--- src/rtl/uart_rx_buffer.sv ---
// Receive FIFO between the UART receiver and the j2 I/O read bus, with a status/control register.
// Define UART_RX_IRQ_EN to add the registered rx_irq output and the stored irq_en control bit.
module uart_rx_buffer #(
  parameter int unsigned WIDTH       = 32,
  parameter int unsigned DEPTH_LOG2  = 4,
  parameter logic [15:0] DATA_ADDR   = 16'h00F1,
  parameter logic [15:0] STATUS_ADDR = 16'h00F2
) (
  input  logic             clock,
  input  logic             reset,
  input  logic             rx_valid,
  input  logic [7:0]       rx_data,
  output logic             rx_rd,
  input  logic             io_read_enable,
  input  logic             io_write_enable,
  input  logic [15:0]      memory_address,
  input  logic [WIDTH-1:0] data,
  output logic [WIDTH-1:0] io_data_out,
  output logic             overflow
`ifdef UART_RX_IRQ_EN
  ,
  output logic             rx_irq
`endif
);

  localparam int unsigned Depth  = 1 << DEPTH_LOG2;
  localparam int unsigned CountW = DEPTH_LOG2 + 1;
  localparam logic [CountW-1:0] FullCount = CountW'(Depth);

  typedef enum logic [0:0] {StIdle, StHold} state_e;

  state_e                  state_q;
  logic [7:0]              mem_q [Depth];
  logic [DEPTH_LOG2-1:0]   wr_ptr_q, rd_ptr_q;
  logic [CountW-1:0]       count_q;
  logic                    irq_en;

  logic capture, push, pop, flush, ovf_set, ovf_clr;
  logic non_empty, full;
  logic [7:0]       head;
  logic [WIDTH-1:0] rd_word;

`ifdef UART_RX_IRQ_EN
  logic irq_en_q;
  assign irq_en = irq_en_q;
  logic unused_data;
  assign unused_data = ^{data[WIDTH-1:5], data[1:0]};
`else
  assign irq_en = 1'b0;
  logic unused_data;
  assign unused_data = ^{data[WIDTH-1:4], data[1:0]};
`endif

  assign non_empty = (count_q != '0);
  assign full      = (count_q == FullCount);
  assign head      = mem_q[rd_ptr_q];

  always_comb begin
    capture = 1'b0;
    flush   = 1'b0;
    ovf_clr = 1'b0;
    pop     = 1'b0;
    push    = 1'b0;
    ovf_set = 1'b0;
    if (!reset) begin
      capture = (state_q == StIdle) && rx_valid;
      if (io_write_enable && (memory_address == STATUS_ADDR)) begin
        flush   = data[3];
        ovf_clr = data[2];
      end
      // Flush discards both a same-cycle pop and a same-cycle captured byte.
      pop     = !flush && io_read_enable && (memory_address == DATA_ADDR) && non_empty;
      push    = !flush && capture && (!full || pop);
      ovf_set = !flush && capture && full && !pop;
    end
  end

  always_comb begin
    rd_word = '0;
    if (memory_address == DATA_ADDR) begin
      rd_word[7:0] = non_empty ? head : 8'h00;
      rd_word[8]   = non_empty;
    end else if (memory_address == STATUS_ADDR) begin
      rd_word[0]             = non_empty;
      rd_word[1]             = full;
      rd_word[2]             = overflow;
      rd_word[4]             = irq_en;
      rd_word[8 +: CountW]   = count_q;
    end
  end

  always_ff @(posedge clock) begin
    if (push) begin
      mem_q[wr_ptr_q] <= rx_data;
    end
  end

  always_ff @(posedge clock) begin
    if (reset) begin
      state_q     <= StIdle;
      rx_rd       <= 1'b0;
      wr_ptr_q    <= '0;
      rd_ptr_q    <= '0;
      count_q     <= '0;
      overflow    <= 1'b0;
      io_data_out <= '0;
`ifdef UART_RX_IRQ_EN
      irq_en_q    <= 1'b0;
      rx_irq      <= 1'b0;
`endif
    end else begin
      case (state_q)
        StIdle: begin
          rx_rd   <= capture;
          state_q <= capture ? StHold : StIdle;
        end
        default: begin
          rx_rd   <= 1'b0;
          state_q <= StIdle;
        end
      endcase

      io_data_out <= rd_word;

      if (flush) begin
        wr_ptr_q <= '0;
        rd_ptr_q <= '0;
        count_q  <= '0;
      end else begin
        if (push) wr_ptr_q <= wr_ptr_q + 1'b1;
        if (pop)  rd_ptr_q <= rd_ptr_q + 1'b1;
        if (push && !pop) begin
          count_q <= count_q + 1'b1;
        end else if (pop && !push) begin
          count_q <= count_q - 1'b1;
        end
      end

      // A drop in the same cycle as a clear keeps the flag set.
      if (ovf_set) begin
        overflow <= 1'b1;
      end else if (ovf_clr) begin
        overflow <= 1'b0;
      end

`ifdef UART_RX_IRQ_EN
      if (io_write_enable && (memory_address == STATUS_ADDR)) begin
        irq_en_q <= data[4];
      end
      rx_irq <= irq_en_q && non_empty;
`endif
    end
  end

endmodule

--- config.mk ---
export PLATFORM = sky130hd
export DESIGN_NAME = uart_rx_buffer
export DESIGN_NICKNAME = d
export VERILOG_FILES = /design/src/rtl/uart_rx_buffer.sv
export SDC_FILE = /design/constraint.sdc
export NUM_CORES = 1
export LEC_CHECK = 0
export CAP_MARGIN = 0
export CORE_MARGIN = 3
export CORE_UTILIZATION = 25
export CTS_CLUSTER_SIZE = 24
export DETAILED_ROUTE_END_ITERATION = 8
export PLACE_DENSITY_LB_ADDON = 0.05
export SETUP_SLACK_MARGIN = 0.02
export SKIP_LAST_GASP = 1
export SLEW_MARGIN = 10
export SYNTH_ARGS = -nofsm -noshare
export SYNTH_HDL_FRONTEND = slang
export SYNTH_SLANG_ARGS = --single-unit
--- constraint.sdc ---
create_clock -name clock -period 5 [get_ports clock]
set_input_delay 0.75 -clock clock [delete_from_list [all_inputs] [get_ports clock]]
set_output_delay 0.75 -clock clock [all_outputs]
set_load 0.05 [all_outputs]
==> out/qor.txt, run 1 <==
Routed wire length -> 15300 um
Area grow syn2layout -> 20.0%
Top-area cell type share of the netlist area -> 58.5%
Placed Cells -> 752
Total inserted antenna cells -> 0
Dpl hpwl -> 9910 um
Post-synth EDFFs -> 128
Setup Slack @ Placement -> 0.864 ns
Tcrit/Tclk final -> 73.4%
TritonCTS Buffers -> 17
Clk_skew -> 0.0108 ns
Most instantiated cells after synthesis -> edfxtp_1 (128), dfxtp_1 (32), mux4_2 (32)
Most frequent cell after synthesis -> edfxtp_1
Clock root buffer -> clkbuf_16
Crit-path max cell delay -> 0.44 ns
DRC -> 0
ANT nets after route -> 0
Mapped Cells -> 385
CTS max path bufs -> 2
GR Overflow Total -> 0
Final Setup Violations -> 0
DRT iter0 DRCs -> 137
Critical Path Most Common Cell -> a21oi_1
Mean post-synth cell area -> 17.1 um^2
CTS HTree Levels -> 4
CP max-delay cell -> clkdlybuf4s50_1
Critical Path Source Type -> primary input
Layout cells sized above 1 -> 19.2%
Drt via density -> 4.31
Antenna violations before repair -> 0
Largest net degree at the start of global routing -> 24
Final non-filler cell total -> 784
DR WL/cell -> 19.5 um
Final net count -> 512
Row Count -> 58
Leading post-synthesis cells by cell area -> edfxtp_1 (59%), mux4_2 (11%), dfxtp_1 (9.8%)
CTS tree -> built
Worst skew pair latency -> 0.42 ns
Post-synthesis sequential area ratio -> 68.3%
Via count -> 3382
Hold_buf cts -> 0
CP Capture Type -> flip-flop
Yosys cell types -> 48
Relative max-transition margin -> 36.8%
Post_cts resized -> 0
Die extent in y -> 168 um
Core ar. -> 25500 um^2
CP max FO -> 11
Cell area after placement -> 7350 um^2
Setup TNS -> 0 ns
Unrepaired setup endpoints after global routing -> false
IO Pins -> 95
GPL Wtd Cong -> 0.683
GRT Util Overall -> 11.3%
F_max -> 272 MHz
Yosys top cell by area -> edfxtp_1
Critical Path, Cell by Cell -> clkdlybuf4s50_1 > nor4_4 > nand4_4 > o21a_1 > nor2_1 > ha_1 > inv_1 > fa_1 > a21o_1 > a21oi_1 > xnor2_1 > or3_1 > a21oi_1
Die ar. -> 28200 um^2
Mapped Area -> 6570 um^2
Fin. Hold Viols -> 0
Crit path time final -> 3.67 ns
Least-Margin Pin Slew -> 0.946 ns
Pleak -> 2.52 nW
Pins over their slew limit -> 0
Fin util -> 30.9%
Critical path type -> in2reg
Input/output buffers -> 45
Max-Cap Viols -> 0
Synthesis warning total -> 0
Post-synth ARST share -> 0%
Initial Utilization -> 25.8%
CTS clk-pin slew, worst paths -> 0.07 ns
PnR worst setup slack -> 1.33 ns
Worst hold path type -> reg2reg
Final instance area -> 7880 um^2
Outcome -> finished clean
Die X -> 168 um
# clock sinks -> 160
Setup Buffers After CTS -> 0
Vias in the first global route -> 3594
Worst Path Required -> 5.36 ns
Length of the first detailed-routing pass in iterations -> 4
Power Dens Cells -> 359 nW/um^2
Worst EP arrival -> 4.03 ns
First-pass GRT wire length -> 23100 um
Flops & latches, synth -> 160
Ys flop type -> edfxtp_1
Peak VDD IR -> 238 uV
[power by group]
part / switching (W) / total, W / internal [W]
Sequential: 0.00000995 / 0.00146 / 0.00145
Clock: 0.000552 / 0.00120 / 0.000644
Combinational: 0.000109 / 0.000169 / 0.0000607
[per-layer routing]
| layer | vias to the layer above | track usage, % | routed length, um |
|---|---|---|---|
| li1 | 1561 | - | - |
| met1 | 1740 | 14.9 | 7180 |
| met2 | 68 | 18.4 | 7450 |
| met3 | 13 | 2.54 | 459 |
| met4 | 0 | 3.74 | 214 |
| met5 | - | 0 | 0 |
[worst paths after layout]
check | from | end | slack [ns] | depth (start not counted)
max | memory_address[9] | count_q[4] | 1.33 | 13
min | count_q[3] | io_data_out[11] | 0.52 | 1
max reg2reg | count_q[0] | count_q[4] | 1.61 | 12
min reg2reg | count_q[3] | io_data_out[11] | 0.52 | 1
[area by class of cell]
cell class | count | area [um^2]
Fill cell | 2504 | 17600
Timing Repair Buffer | 53 | 510
Clock inverter | 14 | 103
Multi-Input combinational cell | 199 | 1900
Inverter | 10 | 37.5
Clock buffer | 18 | 429
Sequential cell | 160 | 4490
Tap cell | 330 | 413
[sequential cells by signal, indices dropped and copies added (netlist names), named ones only]
| name | count |
|---|---|
| wr_ptr_q | 4 |
| io_data_out | 13 |
| count_q | 5 |
| mem_q | 128 |
| overflow | 1 |
| rd_ptr_q | 4 |
| rx_rd | 1 |
[kinds of logic (layout without fill, tap and decap cells)]
family	after synthesis	count (layout)	synth area share [%]
flip-flops	160	160	68.3
AND/OR/NAND/NOR	79	79	7.68
multiplexers	48	48	13.5
buffers and inverters	44	95	3.89
AO/OA/AOI/OAI	36	36	3.66
adder cells (fa/ha/maj)	10	10	2.02
XOR/XNOR	7	7	0.934
other	1	19	0.0571
[stage by stage]
stage | power, W | hold WS (ns)
after floorplan | 0.00161 | 0.468
after global placement | 0.00166 | 0.509
after detailed placement | 0.00166 | 0.518
after CTS | 0.00286 | 0.528
after global routing | 0.00293 | 0.549
final | 0.00283 | 0.518
[critical path, delay by kind of cell]
family	cells	cell delay, ns
adder cells (fa/ha/maj)	2	0.62
AO/OA/AOI/OAI	4	0.91
AND/OR/NAND/NOR	4	1.09
buffers and inverters	2	0.55
XOR/XNOR	1	0.10
[placed cells by master (no fill, tap or decap), types with 14 or more instances in the layout]
| cell type | n |
|---|---|
| and2_1 | 14 |
| clkbuf_16 | 17 |
| clkdlybuf4s50_1 | 45 |
| conb_1 | 19 |
| dfxtp_1 | 30 |
| edfxtp_1 | 128 |
| mux2i_1 | 14 |
| mux4_2 | 32 |
| nor2_1 | 23 |
No activity file was read; power rests on OpenSTA's default activity.
==> run 2: changes to the inputs <==
- clock period: 5 -> 3.46 ns (I/O delays scaled with it)
==> run 2 against run 1 <==
First-iteration DRC count grew 39%. Critical path depth unchanged. Die area unchanged. Register-to-register slack lost 1.1 ns. Non-clock buffer count grew 28. Largest cell class unchanged. Global-route usage up 0.12 points. Utilization increased by 1.2 points.
==> out/qor.txt, run 2 (same netlist as run 1, synthesis figures left out) <==
Initial Utilization -> 25.8%
Hold_buf cts -> 0
Length of the first detailed-routing pass in iterations -> 4
Clock network fraction of total power -> 44.5%
R2r setup slk -> 0.50 ns
Setup TNS -> 0 ns
Fillers -> 2510
DR top layer -> met4
Antenna violations before repair -> 0
Dpl hpwl -> 9830 um
GR Overflow Total -> 0
Sequential share of power -> 49.3%
Post_cts resized -> 0
DR WL/cell -> 19.1 um
Combinational share of power -> 6.2%
Pleak -> 2.70 nW
Row Count -> 58
Vias in the first global route -> 3689
Area grow syn2layout -> 24.6%
CTS clk-pin slew, worst paths -> 0.06 ns
Clock root buffer -> clkbuf_16
Core ar. -> 25500 um^2
TritonCTS Buffers -> 17
CTS HTree Levels -> 4
Layout cells sized above 1 -> 23.9%
Routed wire length -> 15500 um
CTS max path bufs -> 2
Unrepaired setup endpoints after global routing -> false
Least-Margin Pin Slew -> 1.01 ns
Crit path time final -> 3.08 ns
Input/output buffers -> 45
Commonest non-fill, non-tap cells in the layout -> edfxtp_1 (128), clkdlybuf4s50_1 (45), buf_4 (35)
# clock sinks -> 160
Via count -> 3434
Largest net degree at the start of global routing -> 33
Worst skew pair latency -> 0.42 ns
Pins over their slew limit -> 0
Metal2 WL -> 7720 um
Fin util -> 32.1%
Clk_skew -> 0.0137 ns
Final Setup Violations -> 0
Largest register FFs -> 128
ANT nets after route -> 0
Die ar. -> 28200 um^2
Power Dens Cells -> 523 nW/um^2
Worst hold path type -> reg2reg
Critical Path Source Type -> primary input
DRT iter0 DRCs -> 191
Setup Buffers After CTS -> 0
Commonest non-fill, non-tap cell in the layout -> edfxtp_1
Int Pwr -> 0.00334 W
NetSw -> 0.000942 W
Die X -> 168 um
Relative max-transition margin -> 32.4%
Final net count -> 540
CP Capture Type -> flip-flop
First-pass GRT wire length -> 23300 um
Fin. Hold Viols -> 0
IO Pins -> 95
Worst EP arrival -> 3.43 ns
Met3 routed WL -> 432 um
Max-Cap Viols -> 0
Drt via density -> 4.22
Met1 Wirelength -> 7240 um
Peak VDD IR -> 271 uV
GPL Wtd Cong -> 0.737
DRC -> 0
Die extent in y -> 168 um
Outcome -> finished clean
Worst Path Required -> 3.81 ns
Biggest register -> mem_q
Biggest regs -> mem_q (128), io_data_out (13), count_q (5)
Tcrit/Tclk final -> 88.9%
F_max -> 325 MHz
CTS tree -> built
CP max FO -> 4
Net Sw Frac -> 22.0%
GRT Util Overall -> 11.4%
Critical path type -> in2reg
## run 2: cell type report
class                   count  area [um^2]  area share, %
clock inverters             8         56.3          0.688
diodes                      1         2.50         0.0306
inverters                  10         37.5          0.459
multi-input cells         199         1900           23.2
flip-flops and latches    160         4490           54.8
clock buffers              24          557           6.80
well taps                 330          413           5.05
repair buffers             81          733           8.96
## run 2: path summary, 6_finish.rpt
path / from / end / cells after the start
worst max register to register: count_q[0] / count_q[4] / 12
worst min-delay path: count_q[2] / io_data_out[10] / 1
worst max-delay path: memory_address[9] / count_q[4] / 13
worst min register to register: count_q[2] / io_data_out[10] / 1
## run 2: worst max-delay path, stage by stage
cell and delay, ns:
clkdlybuf4s50_1 0.44, nor4_4 0.37, nand4_4 0.17, o21a_1 0.24, nor2_1 0.12, ha_1 0.18, inv_1 0.09, fa_1 0.39
a21o_1 0.18, a21oi_1 0.19, xnor2_1 0.10, or3_1 0.30, a21oi_1 0.13
## run 2: per-stage QoR
step	setup slack (ns)	area [um^2]	cells	hold WS, ns	total power, W
final	0.384	8180	813	0.518	0.00428
after global routing	0.190	8180	812	0.544	0.00445
after CTS	0.330	8180	812	0.526	0.00435
after detailed placement	-0.119	7570	780	0.516	0.00242
after global placement	-0.0734	7570	780	0.511	0.00242
after floorplan	0.210	6630	403	0.468	0.00232
## run 2: power by group through the flow
stage	registers (W)	logic, W	clock network, W
2_1_floorplan	0.00215	0.000167	0
3_3_place_gp	0.00215	0.000268	0
3_5_place_dp	0.00215	0.000271	0
4_1_cts	0.00211	0.000272	0.00196
5_1_grt	0.00211	0.000294	0.00205
6_report	0.00211	0.000266	0.00190
## run 2: layer usage
layer / up-vias / global-route usage [%]
met1: 1745 / 14.8
met5: - / 0
met2: 66 / 19.1
met4: 0 / 2.99
li1: 1617 / -
met3: 6 / 2.75
==> run 3: changes to the inputs <==
--- a/config.mk
+++ b/config.mk
@@ -11,5 +11,5 @@
 export CTS_CLUSTER_SIZE = 24
 export DETAILED_ROUTE_END_ITERATION = 8
-export PLACE_DENSITY_LB_ADDON = 0.05
+export PLACE_DENSITY_LB_ADDON = 0.25
 export SETUP_SLACK_MARGIN = 0.02
 export SKIP_LAST_GASP = 1
==> constraint.sdc (replaced) <==
create_clock -name clock -period 3.46 [get_ports clock]
set_input_delay 0.865 -clock clock [delete_from_list [all_inputs] [get_ports clock]]
set_output_delay 0.865 -clock clock [all_outputs]
set_load 0.05 [all_outputs]
==> run 3 against run 2 <==
Critical path depth did not move. Clock skew fell by 0.0038 ns. Worst setup slack got worse by 0.28 ns.
==> out/qor.txt, run 3 (same netlist as run 1, synthesis figures left out) <==
Outcome -> finished clean
Die X -> 168 um
Cell area after placement -> 7700 um^2
Crit-path max cell delay -> 0.44 ns
Vias in the first global route -> 3986
DRT iter0 DRCs -> 165
GRT Util Overall -> 10.8%
DR WL/cell -> 17.6 um
Die extent in y -> 168 um
Tcrit/Tclk final -> 97.0%
Die ar. -> 28200 um^2
Drt via density -> 4.32
Crit path time final -> 3.36 ns
CTS clk-pin slew, worst paths -> 0.06 ns
Setup TNS -> 0 ns
Largest register FFs -> 128
Critical Path Source Type -> primary input
Hold_ws -> 0.517 ns
IO Pins -> 95
Area grow syn2layout -> 27.3%
Largest net degree at the start of global routing -> 21
Length of the first detailed-routing pass in iterations -> 4
Via count -> 3574
CTS HTree Levels -> 4
First-pass GRT wire length -> 22800 um
CP max FO -> 4
# clock sinks -> 160
Commonest non-fill, non-tap cells in the layout -> edfxtp_1 (128), buf_4 (49), clkdlybuf4s50_1 (45)
Worst skew pair latency -> 0.42 ns
Biggest register -> mem_q
Clock root buffer -> clkbuf_16
Routed wire length -> 14600 um
Relative max-transition margin -> 41.8%
Commonest non-fill, non-tap cell in the layout -> edfxtp_1
ANT nets after route -> 0
Pleak -> 2.78 nW
Worst EP arrival -> 3.71 ns
Hold_buf cts -> 0
Final net count -> 556
CP max-delay cell -> clkdlybuf4s50_1
Unrepaired setup endpoints after global routing -> false
Clk_skew -> 0.00993 ns
Row Count -> 58
Pins over their slew limit -> 0
F_max -> 298 MHz
GPL Wtd Cong -> 0.779
Layout cells sized above 1 -> 27.1%
Worst hold path type -> reg2reg
Final non-filler cell total -> 828
Max-Cap Viols -> 0
DRC -> 0
Biggest regs -> mem_q (128), io_data_out (13), count_q (5)
CTS tree -> built
Worst Path Required -> 3.82 ns
Core ar. -> 25500 um^2
GR Overflow Total -> 0
Input/output buffers -> 45
Fin. Hold Viols -> 0
CTS max path bufs -> 2
Peak VDD IR -> 292 uV
Placed Cells -> 794
Critical path type -> in2reg
TritonCTS Buffers -> 17
Total inserted antenna cells -> 0
CP Capture Type -> flip-flop
Critical Path, Cell by Cell -> clkdlybuf4s50_1 > nor4_4 > nand4_4 > o21a_1 > nor2_1 > ha_2 > inv_2 > fa_2 > a21o_1 > a21oi_2 > xnor2_1 > or3_1 > a21oi_1
Initial Utilization -> 25.8%
Final Setup Violations -> 0
Final instance area -> 8360 um^2
Antenna violations before repair -> 0
Power Dens Cells -> 524 nW/um^2
Dpl hpwl -> 9800 um
Least-Margin Pin Slew -> 0.871 ns
Tot Pwr -> 0.00438 W
## run 3: per-layer routing
metal | global-route usage [%] | vias up | wire [um]
li1 | - | 1648 | -
met1 | 13.8 | 1821 | 6700
met2 | 18.0 | 92 | 7130
met3 | 3.08 | 13 | 627
met4 | 3.34 | 0 | 159
met5 | 0 | - | 0
## run 3: through the flow
stage,setup slack (ns),utilization (%)
global route,0.0154,32.8
floorplan,0.0343,-
finish,0.105,32.8
CTS,0.0264,32.7
global placement,-0.429,30.2
detailed placement,-0.427,30.2
## run 3: critical path: cells and delay by family
| family | cells | cell delay (ns) |
|---|---|---|
| XOR/XNOR | 1 | 0.08 |
| AO/OA/AOI/OAI | 4 | 0.74 |
| buffers and inverters | 2 | 0.50 |
| AND/OR/NAND/NOR | 4 | 0.96 |
| adder cells (fa/ha/maj) | 2 | 0.56 |
## run 3: cell type report
cell class                      instances  area, um^2
Multi-Input combinational cell        199        1910
Clock buffer                           17         425
Timing Repair Buffer                   97         878
Sequential cell                       160        4490
Fill cell                            2455       17100
Tap cell                              330         413
Inverter                               10        37.5
Clock inverter                         15         206
## run 3: timing repair
action | in CTS | in global routing
setup buffers | 1 | 1
endpoints found under the setup margin | 1 | 2
gates resized for setup | 0 | 5
pin swaps | 1 | 3
## run 3: where the power goes
| part | internal (W) | switching, W | total (W) |
|---|---|---|---|
| Sequential | 0.00210 | 0.0000145 | 0.00211 |
| Combinational | 0.000114 | 0.000163 | 0.000277 |
| Clock | 0.00122 | 0.000774 | 0.00199 |
| Total | 0.00343 | 0.000951 | 0.00438 |
## run 3: path summary, 6_finish.rpt
| kind | start | to | slack (ns) | cells after the start |
|---|---|---|---|---|
| setup reg to reg | count_q[0] | count_q[4] | 0.55 | 12 |
| hold / removal | count_q[2] | io_data_out[10] | 0.52 | 1 |
| setup / recovery | memory_address[9] | count_q[4] | 0.10 | 13 |
| hold reg to reg | count_q[2] | io_data_out[10] | 0.52 | 1 |
